===== config.mk =====
export PLATFORM = sky130hd
export DESIGN_NAME = cdb_arbiter
export DESIGN_NICKNAME = d
export VERILOG_FILES = /design/src/rtl/cdb_arbiter.sv
export SDC_FILE = /design/constraint.sdc
export NUM_CORES = 1
export LEC_CHECK = 0
export BUFFER_PORTS_ARGS = -buffer_cell sky130_fd_sc_hd__buf_2
export CORE_ASPECT_RATIO = 1.4
export CORE_MARGIN = 2
export CORE_UTILIZATION = 58
export CTS_CLUSTER_SIZE = 30
export DETAILED_ROUTE_END_ITERATION = 6
export GPL_TIMING_DRIVEN = 1
export PLACE_DENSITY_LB_ADDON = 0.15
export SYNTH_ARGS = -nofsm -noshare
export SYNTH_HDL_FRONTEND = slang
export SYNTH_SLANG_ARGS = --single-unit

===== constraint.sdc =====
create_clock -name clk -period 3.5 [get_ports clk]
set_input_delay 0.175 -clock clk [delete_from_list [all_inputs] [get_ports clk]]
set_output_delay 0.175 -clock clk [all_outputs]
set_load 0.005 [all_outputs]

===== src/rtl/cdb_arbiter.sv =====
// cdb_arbiter: two private result FIFOs (ALU, LSB) drained round-robin onto a
// registered common data bus, one broadcast per cycle. Rollback flushes both
// FIFOs; reset does the same and also clears the bus outputs.
module cdb_arbiter #(
  parameter int WORD_W     = 32,
  parameter int TAG_W      = 4,
  parameter int FIFO_DEPTH = 4
) (
  input  logic              clk,
  input  logic              rst,
  input  logic              rollback_in,
  input  logic              alu_valid_in,
  output logic              alu_ready_out,
  input  logic [WORD_W-1:0] alu_result_in,
  input  logic [TAG_W-1:0]  alu_tag_in,
  input  logic [WORD_W-1:0] alu_new_pc_in,
  input  logic              lsb_valid_in,
  output logic              lsb_ready_out,
  input  logic [WORD_W-1:0] lsb_result_in,
  input  logic [TAG_W-1:0]  lsb_tag_in,
  output logic              cdb_valid_out,
  output logic [WORD_W-1:0] cdb_result_out,
  output logic [TAG_W-1:0]  cdb_tag_out,
  output logic [WORD_W-1:0] cdb_new_pc_out,
  output logic              cdb_src_out
);

  localparam int PTR_W = $clog2(FIFO_DEPTH);
  localparam int CNT_W = PTR_W + 1;
  localparam logic [CNT_W-1:0] FULL_CNT = CNT_W'(FIFO_DEPTH);
  localparam logic [PTR_W-1:0] PTR_ONE  = PTR_W'(1);

  typedef enum logic {
    REQ_ALU = 1'b0,
    REQ_LSB = 1'b1
  } req_e;

  typedef struct packed {
    logic [WORD_W-1:0] result;
    logic [TAG_W-1:0]  tag;
    logic [WORD_W-1:0] new_pc;
  } alu_entry_t;

  typedef struct packed {
    logic [WORD_W-1:0] result;
    logic [TAG_W-1:0]  tag;
  } lsb_entry_t;

  // FIFO storage
  alu_entry_t alu_mem_q [FIFO_DEPTH];
  lsb_entry_t lsb_mem_q [FIFO_DEPTH];

  // FIFO bookkeeping
  logic [PTR_W-1:0] alu_head_q, alu_head_d, alu_tail_q, alu_tail_d;
  logic [PTR_W-1:0] lsb_head_q, lsb_head_d, lsb_tail_q, lsb_tail_d;
  logic [CNT_W-1:0] alu_cnt_q, alu_cnt_d, lsb_cnt_q, lsb_cnt_d;
  req_e             last_grant_q, last_grant_d;

  // Bus registers
  logic              cdb_valid_q, cdb_valid_d;
  logic [WORD_W-1:0] cdb_result_q, cdb_result_d;
  logic [TAG_W-1:0]  cdb_tag_q, cdb_tag_d;
  logic [WORD_W-1:0] cdb_new_pc_q, cdb_new_pc_d;
  req_e              cdb_src_q, cdb_src_d;

  logic alu_push, lsb_push;
  logic alu_grant, lsb_grant;
  logic alu_nonempty, lsb_nonempty;

  // Handshake, null-tag filtering and round-robin grant from start-of-cycle counts
  always_comb begin
    alu_ready_out = (alu_cnt_q != FULL_CNT) && !rollback_in && !rst;
    lsb_ready_out = (lsb_cnt_q != FULL_CNT) && !rollback_in && !rst;
    alu_push      = alu_valid_in && alu_ready_out && (alu_tag_in != '0);
    lsb_push      = lsb_valid_in && lsb_ready_out && (lsb_tag_in != '0);
    alu_nonempty  = (alu_cnt_q != '0);
    lsb_nonempty  = (lsb_cnt_q != '0);
    alu_grant     = alu_nonempty && (!lsb_nonempty || (last_grant_q == REQ_LSB));
    lsb_grant     = lsb_nonempty && !alu_grant;
  end

  // Next-state: reset, then rollback, then normal enqueue/dequeue/broadcast
  always_comb begin
    alu_head_d   = alu_head_q;
    alu_tail_d   = alu_tail_q;
    alu_cnt_d    = alu_cnt_q;
    lsb_head_d   = lsb_head_q;
    lsb_tail_d   = lsb_tail_q;
    lsb_cnt_d    = lsb_cnt_q;
    last_grant_d = last_grant_q;
    cdb_valid_d  = 1'b0;
    cdb_result_d = cdb_result_q;
    cdb_tag_d    = cdb_tag_q;
    cdb_new_pc_d = cdb_new_pc_q;
    cdb_src_d    = cdb_src_q;

    // NOTE: reset is synchronous, so it is just the highest-priority branch of
    // the next-state logic; the state registers below need no reset term.
    if (rst) begin
      alu_head_d   = '0;
      alu_tail_d   = '0;
      alu_cnt_d    = '0;
      lsb_head_d   = '0;
      lsb_tail_d   = '0;
      lsb_cnt_d    = '0;
      last_grant_d = REQ_LSB;
      cdb_result_d = '0;
      cdb_tag_d    = '0;
      cdb_new_pc_d = '0;
      cdb_src_d    = REQ_ALU;
    end else if (rollback_in) begin
      alu_head_d = '0;
      alu_tail_d = '0;
      alu_cnt_d  = '0;
      lsb_head_d = '0;
      lsb_tail_d = '0;
      lsb_cnt_d  = '0;
    end else begin
      if (alu_push) alu_tail_d = alu_tail_q + PTR_ONE;
      if (lsb_push) lsb_tail_d = lsb_tail_q + PTR_ONE;
      if (alu_grant) alu_head_d = alu_head_q + PTR_ONE;
      if (lsb_grant) lsb_head_d = lsb_head_q + PTR_ONE;
      alu_cnt_d = alu_cnt_q + CNT_W'(alu_push) - CNT_W'(alu_grant);
      lsb_cnt_d = lsb_cnt_q + CNT_W'(lsb_push) - CNT_W'(lsb_grant);

      if (alu_grant) begin
        cdb_valid_d  = 1'b1;
        cdb_result_d = alu_mem_q[alu_head_q].result;
        cdb_tag_d    = alu_mem_q[alu_head_q].tag;
        cdb_new_pc_d = alu_mem_q[alu_head_q].new_pc;
        cdb_src_d    = REQ_ALU;
        last_grant_d = REQ_ALU;
      end else if (lsb_grant) begin
        cdb_valid_d  = 1'b1;
        cdb_result_d = lsb_mem_q[lsb_head_q].result;
        cdb_tag_d    = lsb_mem_q[lsb_head_q].tag;
        cdb_new_pc_d = '0;
        cdb_src_d    = REQ_LSB;
        last_grant_d = REQ_LSB;
      end
    end
  end

  // State registers
  always_ff @(posedge clk) begin
    // NOTE: non-blocking assignments so every register samples pre-edge values.
    alu_head_q   <= alu_head_d;
    alu_tail_q   <= alu_tail_d;
    alu_cnt_q    <= alu_cnt_d;
    lsb_head_q   <= lsb_head_d;
    lsb_tail_q   <= lsb_tail_d;
    lsb_cnt_q    <= lsb_cnt_d;
    last_grant_q <= last_grant_d;
    cdb_valid_q  <= cdb_valid_d;
    cdb_result_q <= cdb_result_d;
    cdb_tag_q    <= cdb_tag_d;
    cdb_new_pc_q <= cdb_new_pc_d;
    cdb_src_q    <= cdb_src_d;
  end

  // FIFO storage writes
  always_ff @(posedge clk) begin
    // NOTE: storage is deliberately not reset; counts and pointers define which
    // entries are live, so stale contents are never observed.
    if (alu_push) alu_mem_q[alu_tail_q] <= '{result: alu_result_in, tag: alu_tag_in,
                                            new_pc: alu_new_pc_in};
    if (lsb_push) lsb_mem_q[lsb_tail_q] <= '{result: lsb_result_in, tag: lsb_tag_in};
  end

  assign cdb_valid_out  = cdb_valid_q;
  assign cdb_result_out = cdb_result_q;
  assign cdb_tag_out    = cdb_tag_q;
  assign cdb_new_pc_out = cdb_new_pc_q;
  assign cdb_src_out    = cdb_src_q;

endmodule

==> impl_metrics.json, run 1 <==
{
  "initial_utilization_pct": 58.6,
  "grt_pass1_vias": 10200,
  "num_rows": 77,
  "synth_area_um2": 18500,
  "arrival_ns": 3.02,
  "slowest_delay_ns": 0.62,
  "reg2regPathDepth": 9,
  "grt_max_degree": 72,
  "synth-simple-area-share_pct": 2.34,
  "cts_tree": "done",
  "synth_cell_types": 27,
  "nNetsFinal": 1345,
  "antenna_found_initial": 0,
  "grt_use_total_pct": 23.4,
  "finalWeightedCongestion": 0.762,
  "critical_path.top_delay_family": "adder cells",
  "cp_slowest_cell": "nor3_1",
  "grt_pass1_wl_um": 58000,
  "wl_um": 38000,
  "hold_violations": 0,
  "coreArea_um2": 31500,
  "synth_top_cell_area_share_pct": 67.6,
  "yosysTopAreaCell": "edfxtp_1",
  "status": "finished, final reports clean",
  "p_per_area_nw_per_um2": 662,
  "cts_made_buffers": 46,
  "tns_ns": 0,
  "synth_xor_area_share_pct": 0.474,
  "io_pins": 181,
  "async_flop_share_pct": 0,
  "crit_fanout": 5,
  "drive_gt1_share_pct": 31.5,
  "vias": 9752,
  "yosys_warnings": 0,
  "final_cell_mix": "edfxtp_1, buf_2, mux4_2, dlygate4sd3_1, dfxtp_1",
  "post-cts-setup-buffers": 0,
  "synth_enable_flop_cells": 416,
  "final_cells": 1654,
  "cts_resized": 0,
  "ys_ff_latch": 505,
  "place_hpwl_um": 22200,
  "max_slew.worst_pin.slew_ns": 1.01,
  "r2r_start": "alu_cnt_q[2]$_SDFF_PP0_",
  "drt_iter0_markers": 691,
  "synthMuxAreaShare_pct": 12.8,
  "clockBufferDepth": 3,
  "startpoint_type": "flop",
  "placed_cells_incl_taps": 1465,
  "ff2ff_setup_slack_ns": 0.90,
  "dieArea_um2": 33300,
  "crit_chain": "nor3_1, a21oi_1, ha_1, inv_1, ha_1, fa_1, xnor2_1, xnor2_1, nor2_1",
  "fin_util_pct": 71.3,
  "synthAdderAreaFrac_pct": 1.03,
  "viasPerCell": 5.90,
  "synth-compound-area-share_pct": 4.42,
  "hp-start": "lsb_valid_in",
  "cap_violations": 0,
  "ant_nets": 0,
  "synthFlopType": "edfxtp_1",
  "die_x_um": 155,
  "synth.area.top_cells": "edfxtp_1, mux4_2, dfxtp_1",
  "slew_viol_final": 0,
  "fmax_ghz": 0.385,
  "leakagePower_nw": 7.61,
  "hold_class": "input port to flop",
  "avgRoutedWirePerCell_um": 23.0,
  "seq_area_frac_synth_pct": 77.3,
  "cp.required_ns": 3.92,
  "timing.rr.end": "alu_cnt_q[2]$_SDFF_PP0_",
  "synth_top_family_by_area": "multiplexers",
  "ir_drop_v": 0.000520,
  "hold_end": "lsb_tail_q[0]$_SDFFE_PP0P_",
  "dr.pass1.iters": 5,
  "grt-ovfl-total": 0,
  "fin_crit_sh_pct": 74.2,
  "min_period_ns": 2.60,
  "finClkSkew_ns": 0.0193,
  "ctsRootBufferMaster": "clkbuf_16",
  "htreeDepth": 2,
  "relSlewSlack_pct": 32.8,
  "syn_area_per_cell_um2": 20.0,
  "end_kind": "flop",
  "clkLatencyLatePin_ns": 0.57,
  "die_y_um": 215,
  "syn_inst": 922,
  "diodes": 0,
  "final_common_cell": "edfxtp_1",
  "setup_violations": 0,
  "clkSinkCount": 505,
  "drc_errors": 0,
  "cp_num_buf_inv": 1,
  "hold_path_depth": 5,
  "syn-num-nets": 1045,
  "grt_setup_unrepaired": "false",
  "port_buffers": 180,
  "clk_pin_slew_ns": 0.07,
  "area_growth_pct": 21.5,
  "criticalPathCategory": "flop to flop"
}
-- cells in the mapped netlist (2+ instances only) --
library cell	n
a211oi_2	4
a21oi_1	41
a22oi_1	68
and2_1	12
buf_2	21
buf_4	6
buf_6	2
clkbuf_1	24
dfxtp_1	89
edfxtp_1	416
fa_1	2
ha_1	12
inv_1	13
mux2i_1	2
mux4_2	104
nand2_1	36
nor2_1	49
nor3_1	2
o41ai_1	2
or3_4	2
xnor2_1	9
-- through the flow --
step / hold WS [ns] / instance area (µm²) / power (mW) / setup WS [ns]
6_report: 0.108 / 22500 / 14.9 / 0.901
5_1_grt: 0.127 / 22500 / 15.5 / 0.696
4_1_cts: 0.0982 / 22500 / 15.0 / 0.880
3_5_place_dp: 0.393 / 19900 / 10.0 / 0.644
3_3_place_gp: 0.389 / 19900 / 9.98 / 0.702
2_1_floorplan: 0.274 / 18500 / 9.07 / 0.294
-- how the worst max path moves through the flow --
stage	start	endpoint	slack, ns	depth (start not counted)
after floorplan	rst	alu_mem_q[1][0]$_DFFE_PP_	0.29	5
after global routing	alu_cnt_q[2]$_SDFF_PP0_	alu_cnt_q[2]$_SDFF_PP0_	0.70	9
final	alu_cnt_q[2]$_SDFF_PP0_	alu_cnt_q[2]$_SDFF_PP0_	0.90	9
after global placement	rollback_in	lsb_cnt_q[2]$_SDFF_PP0_	0.70	11
after CTS	alu_cnt_q[2]$_SDFF_PP0_	alu_cnt_q[2]$_SDFF_PP0_	0.88	9
after detailed placement	rollback_in	lsb_cnt_q[2]$_SDFF_PP0_	0.64	11
-- flip-flops by register name (all words and copies together) (netlist names), 3 cells and up, named ones only --
name and cells:
alu_cnt_q 3, lsb_mem_q 144, cdb_result_out 32, cdb_tag_out 4
lsb_cnt_q 3, alu_mem_q 272, cdb_new_pc_out 32
-- power by group --
part	switching, mW	leakage [nW]	internal [mW]	total [mW]
logic	1.38	2.39	1.28	2.66
clock network	2.11	0.734	2.80	4.91
registers	0.384	4.48	6.91	7.30
total	3.88	7.61	11.0	14.9
-- timing repair --
action,in CTS,in global routing
hold buffers,104,0
endpoints found under the setup margin,0,0
hold endpoints to repair,416,0
-- worst min-delay path, cell delays in order --
cell and delay, ns:
buf_2 0.09, o41ai_1 0.08, a211oi_2 0.08, xnor2_1 0.14, nor2_1 0.04
-- per-layer routing --
layer,share of wire (%),vias to the layer above,global-route usage [%]
li1,-,4311,-
met1,40,5051,30.2
met2,52,319,40.7
met3,5.4,71,4.07
met4,2.9,0,7.65
met5,0,-,0
-- area by class of cell --
cell class,instances,area (µm²)
Clock buffer,60,1270
Clock inverter,25,210
Fill cell,1988,9050
Inverter,13,48.8
Multi-Input combinational cell,351,3930
Sequential cell,505,14300
Tap cell,395,494
Timing Repair Buffer,305,2210
-- cells by family after synthesis --
| family | after synthesis |
|---|---|
| adder cells (fa/ha/maj) | 14 |
| flip-flops | 505 |
| buffers and inverters | 66 |
| multiplexers | 106 |
| AO/OA/AOI/OAI | 119 |
| XOR/XNOR | 10 |
| AND/OR/NAND/NOR | 102 |
Power figures use the tool's default switching activity.
==> inputs of run 2 (changes only) <==
--- a/config.mk
+++ b/config.mk
@@ -8,7 +8,7 @@
 export BUFFER_PORTS_ARGS = -buffer_cell sky130_fd_sc_hd__buf_2
 export CORE_ASPECT_RATIO = 1.4
 export CORE_MARGIN = 2
-export CORE_UTILIZATION = 58
+export CORE_UTILIZATION = 53
 export CTS_CLUSTER_SIZE = 30
 export DETAILED_ROUTE_END_ITERATION = 6
 export GPL_TIMING_DRIVEN = 1
==> constraint.sdc (replaced) <==
create_clock -name clk -period 2.2 [get_ports clk]
set_input_delay 0.11 -clock clk [delete_from_list [all_inputs] [get_ports clk]]
set_output_delay 0.11 -clock clk [all_outputs]
set_load 0.005 [all_outputs]
==> run 2 against run 1 <==
  * Critical endpoint unchanged
  * First-iteration DRC count shrank 9.0%
  * Combinational power grew 91%
  * Global-route usage shrank 1.8 points
  * Critical path type is now input port to flop
  * Cell count grew 5.2%
  * Worst setup slack lost 0.83 ns
  * Largest power group unchanged
  * Via count is essentially flat
  * Count of clock-buffer cells in the layout grew 9
  * Total power grew 66%
  * Sequential power grew 58%
==> impl_metrics.json, run 2 (synthesized netlist as in run 1, its figures left out) <==
{
  "cts_tree": "done",
  "startpoint_type": "input port",
  "drive_gt1_share_pct": 33.9,
  "holdWs_ns": 0.0230,
  "grt_pass1_wl_um": 58800,
  "cp.required_ns": 2.64,
  "relSlewSlack_pct": 57.4,
  "coreArea_um2": 34200,
  "wl_um": 38800,
  "hold_violations": 0,
  "port_buffers": 180,
  "clkSinkCount": 505,
  "power_mw": 24.7,
  "largest_reg_flops": 272,
  "grt_max_degree": 46,
  "final_cell_mix": "edfxtp_1, buf_2, mux4_2, dlygate4sd3_1, dfxtp_1",
  "initial_utilization_pct": 54.0,
  "antenna_found_initial": 3,
  "die_x_um": 162,
  "drt_iter0_markers": 629,
  "slew_viol_final": 0,
  "num-fill-cells": 2320,
  "tns_ns": 0,
  "area_growth_pct": 25.2,
  "io_pins": 181,
  "max_slew.worst_pin.slew_ns": 0.639,
  "die_y_um": 225,
  "pwr-share-clk_pct": 33.0,
  "drc_errors": 0,
  "placed_cells_incl_taps": 1547,
  "vias": 9755,
  "grt_use_total_pct": 21.6,
  "finClkSkew_ns": 0.0176,
  "fin_crit_sh_pct": 96.8,
  "cap_violations": 0,
  "viasPerCell": 5.61,
  "ir_drop_v": 0.000738,
  "hold_class": "input port to flop",
  "arrival_ns": 2.57,
  "p_per_area_nw_per_um2": 1070,
  "power.share.switching_pct": 25.7,
  "largest_register": "alu_mem_q",
  "num_rows": 80,
  "min_period_ns": 2.13,
  "nNetsFinal": 1373,
  "status": "finished, final reports clean",
  "final_cells": 1740,
  "grt-ovfl-total": 0,
  "dr.pass1.iters": 7,
  "final_common_cell": "edfxtp_1",
  "finalWeightedCongestion": 0.747,
  "htreeDepth": 2,
  "ant_nets": 0,
  "crit_fanout": 5,
  "criticalPathCategory": "input port to flop",
  "dieArea_um2": 36400,
  "place_hpwl_um": 23100,
  "pwr-share-seq_pct": 46.4,
  "clkLatencyLatePin_ns": 0.56,
  "ctsRootBufferMaster": "clkbuf_16",
  "fmax_ghz": 0.470,
  "end_kind": "flop",
  "intPower_mw": 18.3,
  "cts_made_buffers": 46,
  "setup_violations": 0,
  "top_regs": "alu_mem_q x272, lsb_mem_q x144",
  "avgRoutedWirePerCell_um": 22.3,
  "leakagePower_nw": 7.85,
  "clk_pin_slew_ns": 0.06,
  "grt_pass1_vias": 10300,
  "clockBufferDepth": 3,
  "p_switching_mw": 6.33,
  "pwr-share-comb_pct": 20.6
}
-- run 2: cell count changes in the layout (fill, tap and decap cells not counted), moves of 5 or more --
| cell | before | now |
|---|---|---|
| dfxtp_1 | 85 | 80 |
| buf_12 | 9 | 23 |
| clkinv_2 | 13 | 3 |
| buf_4 | 13 | 26 |
| clkbuf_1 | 8 | 15 |
-- run 2: worst max-delay path, stage by stage --
cell and delay (ns):
dlygate4sd3_1 0.53, buf_2 0.16, o41ai_2 0.10, buf_4 0.16, a211oi_4 0.26, inv_2 0.08, ha_4 0.26, inv_2 0.03
ha_4 0.15, fa_2 0.37, xnor2_2 0.14, xnor2_1 0.16, nor2_1 0.06
-- run 2: metal layers --
layer  share of wire [%]  track usage [%]
met5               0.034                0
met3                 4.8             3.40
met1                  40             27.2
met4                 2.5             6.37
met2                  53             38.7
-- run 2: repair_timing --
item | 4_1_cts | 5_1_grt
setup endpoints to repair | 2 | 3
buffers inserted | 0 | 2
endpoints found under the hold margin | 416 | 0
hold buffers | 104 | 0
gates resized for setup | 2 | 20
pin swaps | 0 | 11
gates cloned | 0 | 0
-- run 2: area by class of cell --
type                    count  area [µm²]  area share [%]
diodes                      1        2.50          0.0108
clock inverters            17         214           0.925
inverters                  13        48.8           0.211
well taps                 451         564            2.44
multi-input cells         351        4050            17.5
clock buffers              69        1350            5.84
repair buffers            333        2600            11.3
flip-flops and latches    505       14300            61.8
-- run 2: final timing paths --
kind | cells past startpoint | startpoint | slack, ns | end
max | 13 | alu_tag_in[0] | 0.07 | alu_cnt_q[2]$_SDFF_PP0_
min | 3 | rollback_in | 0.02 | alu_cnt_q[2]$_SDFF_PP0_
max reg2reg | 10 | alu_cnt_q[2]$_SDFF_PP0_ | 0.09 | alu_cnt_q[2]$_SDFF_PP0_
min reg2reg | 2 | cdb_result_out[21]$_SDFFE_PP0P_ | 0.45 | cdb_result_out[21]$_SDFFE_PP0P_
-- run 2: through the flow --
stage	util [%]	cell area (µm²)	worst slack, ns
after global placement	59.6	20400	0.0237
after detailed placement	59.6	20400	-0.0223
final	67.6	23100	0.0705
after global routing	67.6	23100	-0.0289
after CTS	67.3	23000	0.0103
after floorplan	-	18600	-0.0459
-- run 2: power by group through the flow --
stage / combinational, mW / sequential (mW) / clock (mW)
final: 5.09 / 11.5 / 8.14
after global routing: 5.55 / 11.5 / 8.67
after CTS: 5.01 / 11.4 / 8.33
after global placement: 4.73 / 11.6 / 0
after detailed placement: 4.82 / 11.6 / 0
after floorplan: 2.97 / 11.5 / 0
==> inputs of run 3 (changes only) <==
==> config.mk (replaced) <==
export PLATFORM = sky130hd
export DESIGN_NAME = cdb_arbiter
export DESIGN_NICKNAME = d
export VERILOG_FILES = /design/src/rtl/cdb_arbiter.sv
export SDC_FILE = /design/constraint.sdc
export NUM_CORES = 1
export LEC_CHECK = 0
export CORE_ASPECT_RATIO = 1.4
export CORE_MARGIN = 2
export CORE_UTILIZATION = 57
export CTS_CLUSTER_SIZE = 30
export DETAILED_ROUTE_END_ITERATION = 6
export DONT_BUFFER_PORTS = 1
export GPL_TIMING_DRIVEN = 1
export PLACE_DENSITY_LB_ADDON = 0.15
export SLEW_MARGIN = 25
export SYNTH_ARGS = -nofsm -noshare
export SYNTH_HDL_FRONTEND = slang
export SYNTH_SLANG_ARGS = --single-unit
==> run 3 against run 2 <==
  * Register-to-register slack lost 0.03 ns
  * Maximum frequency shrank 0.51%
  * Cell count shrank 13%
  * Critical path depth shrank 4
  * Wire length shrank 3.8%
  * Sequential share of layout area grew 2.9 points
  * Cell area shrank 4.5%
  * Critical path type is now flop to flop
  * Critical endpoint is now lsb_cnt_q[2]$_SDFF_PP0_
==> impl_metrics.json, run 3 (synthesized netlist as in run 1, its figures left out) <==
{
  "status": "finished, final reports clean",
  "fmax_ghz": 0.467,
  "ir_drop_v": 0.000785,
  "finalWeightedCongestion": 0.767,
  "ctsRootBufferMaster": "clkbuf_16",
  "met3_usage_pct": 4.34,
  "leakagePower_nw": 7.02,
  "crit_fanout": 5,
  "grt_pass1_vias": 9963,
  "startpoint_type": "flop",
  "end_kind": "flop",
  "clockBufferDepth": 3,
  "largest_register": "alu_mem_q",
  "drt_iter0_markers": 624,
  "dieArea_um2": 33900,
  "relSlewSlack_pct": 74.5,
  "clkSinkCount": 505,
  "slew_viol_final": 0,
  "coreArea_um2": 32200,
  "grt_use_met1_pct": 27.9,
  "clk_pin_slew_ns": 0.07,
  "nNetsFinal": 1192,
  "ant_nets": 0,
  "hold_class": "input port to flop",
  "arrival_ns": 2.58,
  "criticalPathCategory": "flop to flop",
  "io_pins": 181,
  "finClkSkew_ns": 0.0138,
  "max_slew.worst_pin.slew_ns": 0.377,
  "placed_cells_incl_taps": 1311,
  "hold_path_depth": 2,
  "cts_made_buffers": 45,
  "met2_usage_pct": 40.7,
  "holdWs_ns": 0.0393,
  "cp.required_ns": 2.64,
  "reg2regPathDepth": 9,
  "vias": 9164,
  "num-fill-cells": 2055,
  "drive_gt1_share_pct": 23.1,
  "setup_violations": 0,
  "grt-ovfl-total": 0,
  "min_period_ns": 2.14,
  "seq_area_um2": 14300,
  "drc_errors": 0,
  "clkLatencyLatePin_ns": 0.55,
  "initial_utilization_pct": 57.4,
  "final_cell_mix": "edfxtp_1, dlygate4sd3_1, mux4_2",
  "fin_util_pct": 68.6,
  "top_regs": "alu_mem_q x272, lsb_mem_q x144",
  "dr.pass1.iters": 5,
  "wl_um": 37300,
  "antenna_found_initial": 6,
  "cts_tree": "done",
  "area_growth_pct": 19.6,
  "die_x_um": 156,
  "num_rows": 78,
  "grt_use_total_pct": 22.8,
  "port_buffers": 0,
  "largest_reg_flops": 272,
  "grt_pass1_wl_um": 57000,
  "avgRoutedWirePerCell_um": 24.7,
  "fin_crit_sh_pct": 97.3,
  "place_hpwl_um": 22400,
  "viasPerCell": 6.06,
  "hold_violations": 0,
  "final_common_cell": "edfxtp_1",
  "final_cells": 1511,
  "htreeDepth": 2,
  "multi_input_area_um2": 4010,
  "grt.busiest_layer": "met2",
  "p_per_area_nw_per_um2": 1090,
  "die_y_um": 217,
  "cap_violations": 0,
  "grt_max_degree": 71
}
run 3: power breakdown:
part,leakage [nW],internal [mW],switching (mW)
Sequential,4.48,11.0,0.593
Combinational,1.77,2.12,2.32
Clock,0.760,4.84,3.30
Total,7.02,18.0,6.21
run 3: final timing paths:
kind | from | endpoint | slack [ns]
setup / recovery | alu_cnt_q[1]$_SDFF_PP0_ | lsb_cnt_q[2]$_SDFF_PP0_ | 0.06
hold / removal | rollback_in | last_grant_q$_SDFFE_PP1P_ | 0.04
setup reg to reg | alu_cnt_q[1]$_SDFF_PP0_ | lsb_cnt_q[2]$_SDFF_PP0_ | 0.06
hold reg to reg | cdb_result_out[7]$_SDFFE_PP0P_ | cdb_result_out[7]$_SDFFE_PP0P_ | 0.48
run 3: critical path, stage by stage, from the launching register on:
cell and delay, ns:
dfxtp_4 0.36, or3_4 0.41, a21oi_2 0.19, ha_1 0.16
inv_1 0.04, ha_2 0.17, fa_2 0.35, xnor2_2 0.14
xnor2_1 0.16, nor2_1 0.06
run 3: layout make-up:
| type | instances | share of cell area, % |
|---|---|---|
| sequential | 505 | 64.7 |
| antenna | 6 | 0.0679 |
| tap | 400 | 2.26 |
| inverter | 13 | 0.221 |
| timing repair buffer | 153 | 7.61 |
| clock buffer | 60 | 5.67 |
| clock inverter | 23 | 1.36 |
| multi-input combinational | 351 | 18.1 |
run 3: stage by stage:
step                      cell area (µm²)  setup slack, ns  total power, mW  TNS [ns]
final                               22100           0.0596             24.2         0
after global routing                22100          -0.0300             25.2   -0.0363
after CTS                           22000         0.000205             24.3         0
after detailed placement            19300           -0.113             15.9    -0.129
after global placement              19300           0.0506             15.7         0
after floorplan                     18600          -0.0459             14.5    -12.50
run 3: timing repair:
| action | in CTS | in global routing |
|---|---|---|
| hold buffers | 108 | 1 |
| buffers inserted | 0 | 2 |
| hold endpoints to repair | 492 | 1 |
| pin swaps | 1 | 4 |
| endpoints found under the setup margin | 2 | 3 |
| resized for setup | 3 | 9 |
run 3: metal layers:
metal  wire length [µm]  share of wire (%)
met1              14100                 38
met4               1060                2.8
met2              20100                 54
met3               2010                5.4
met5                 15              0.040
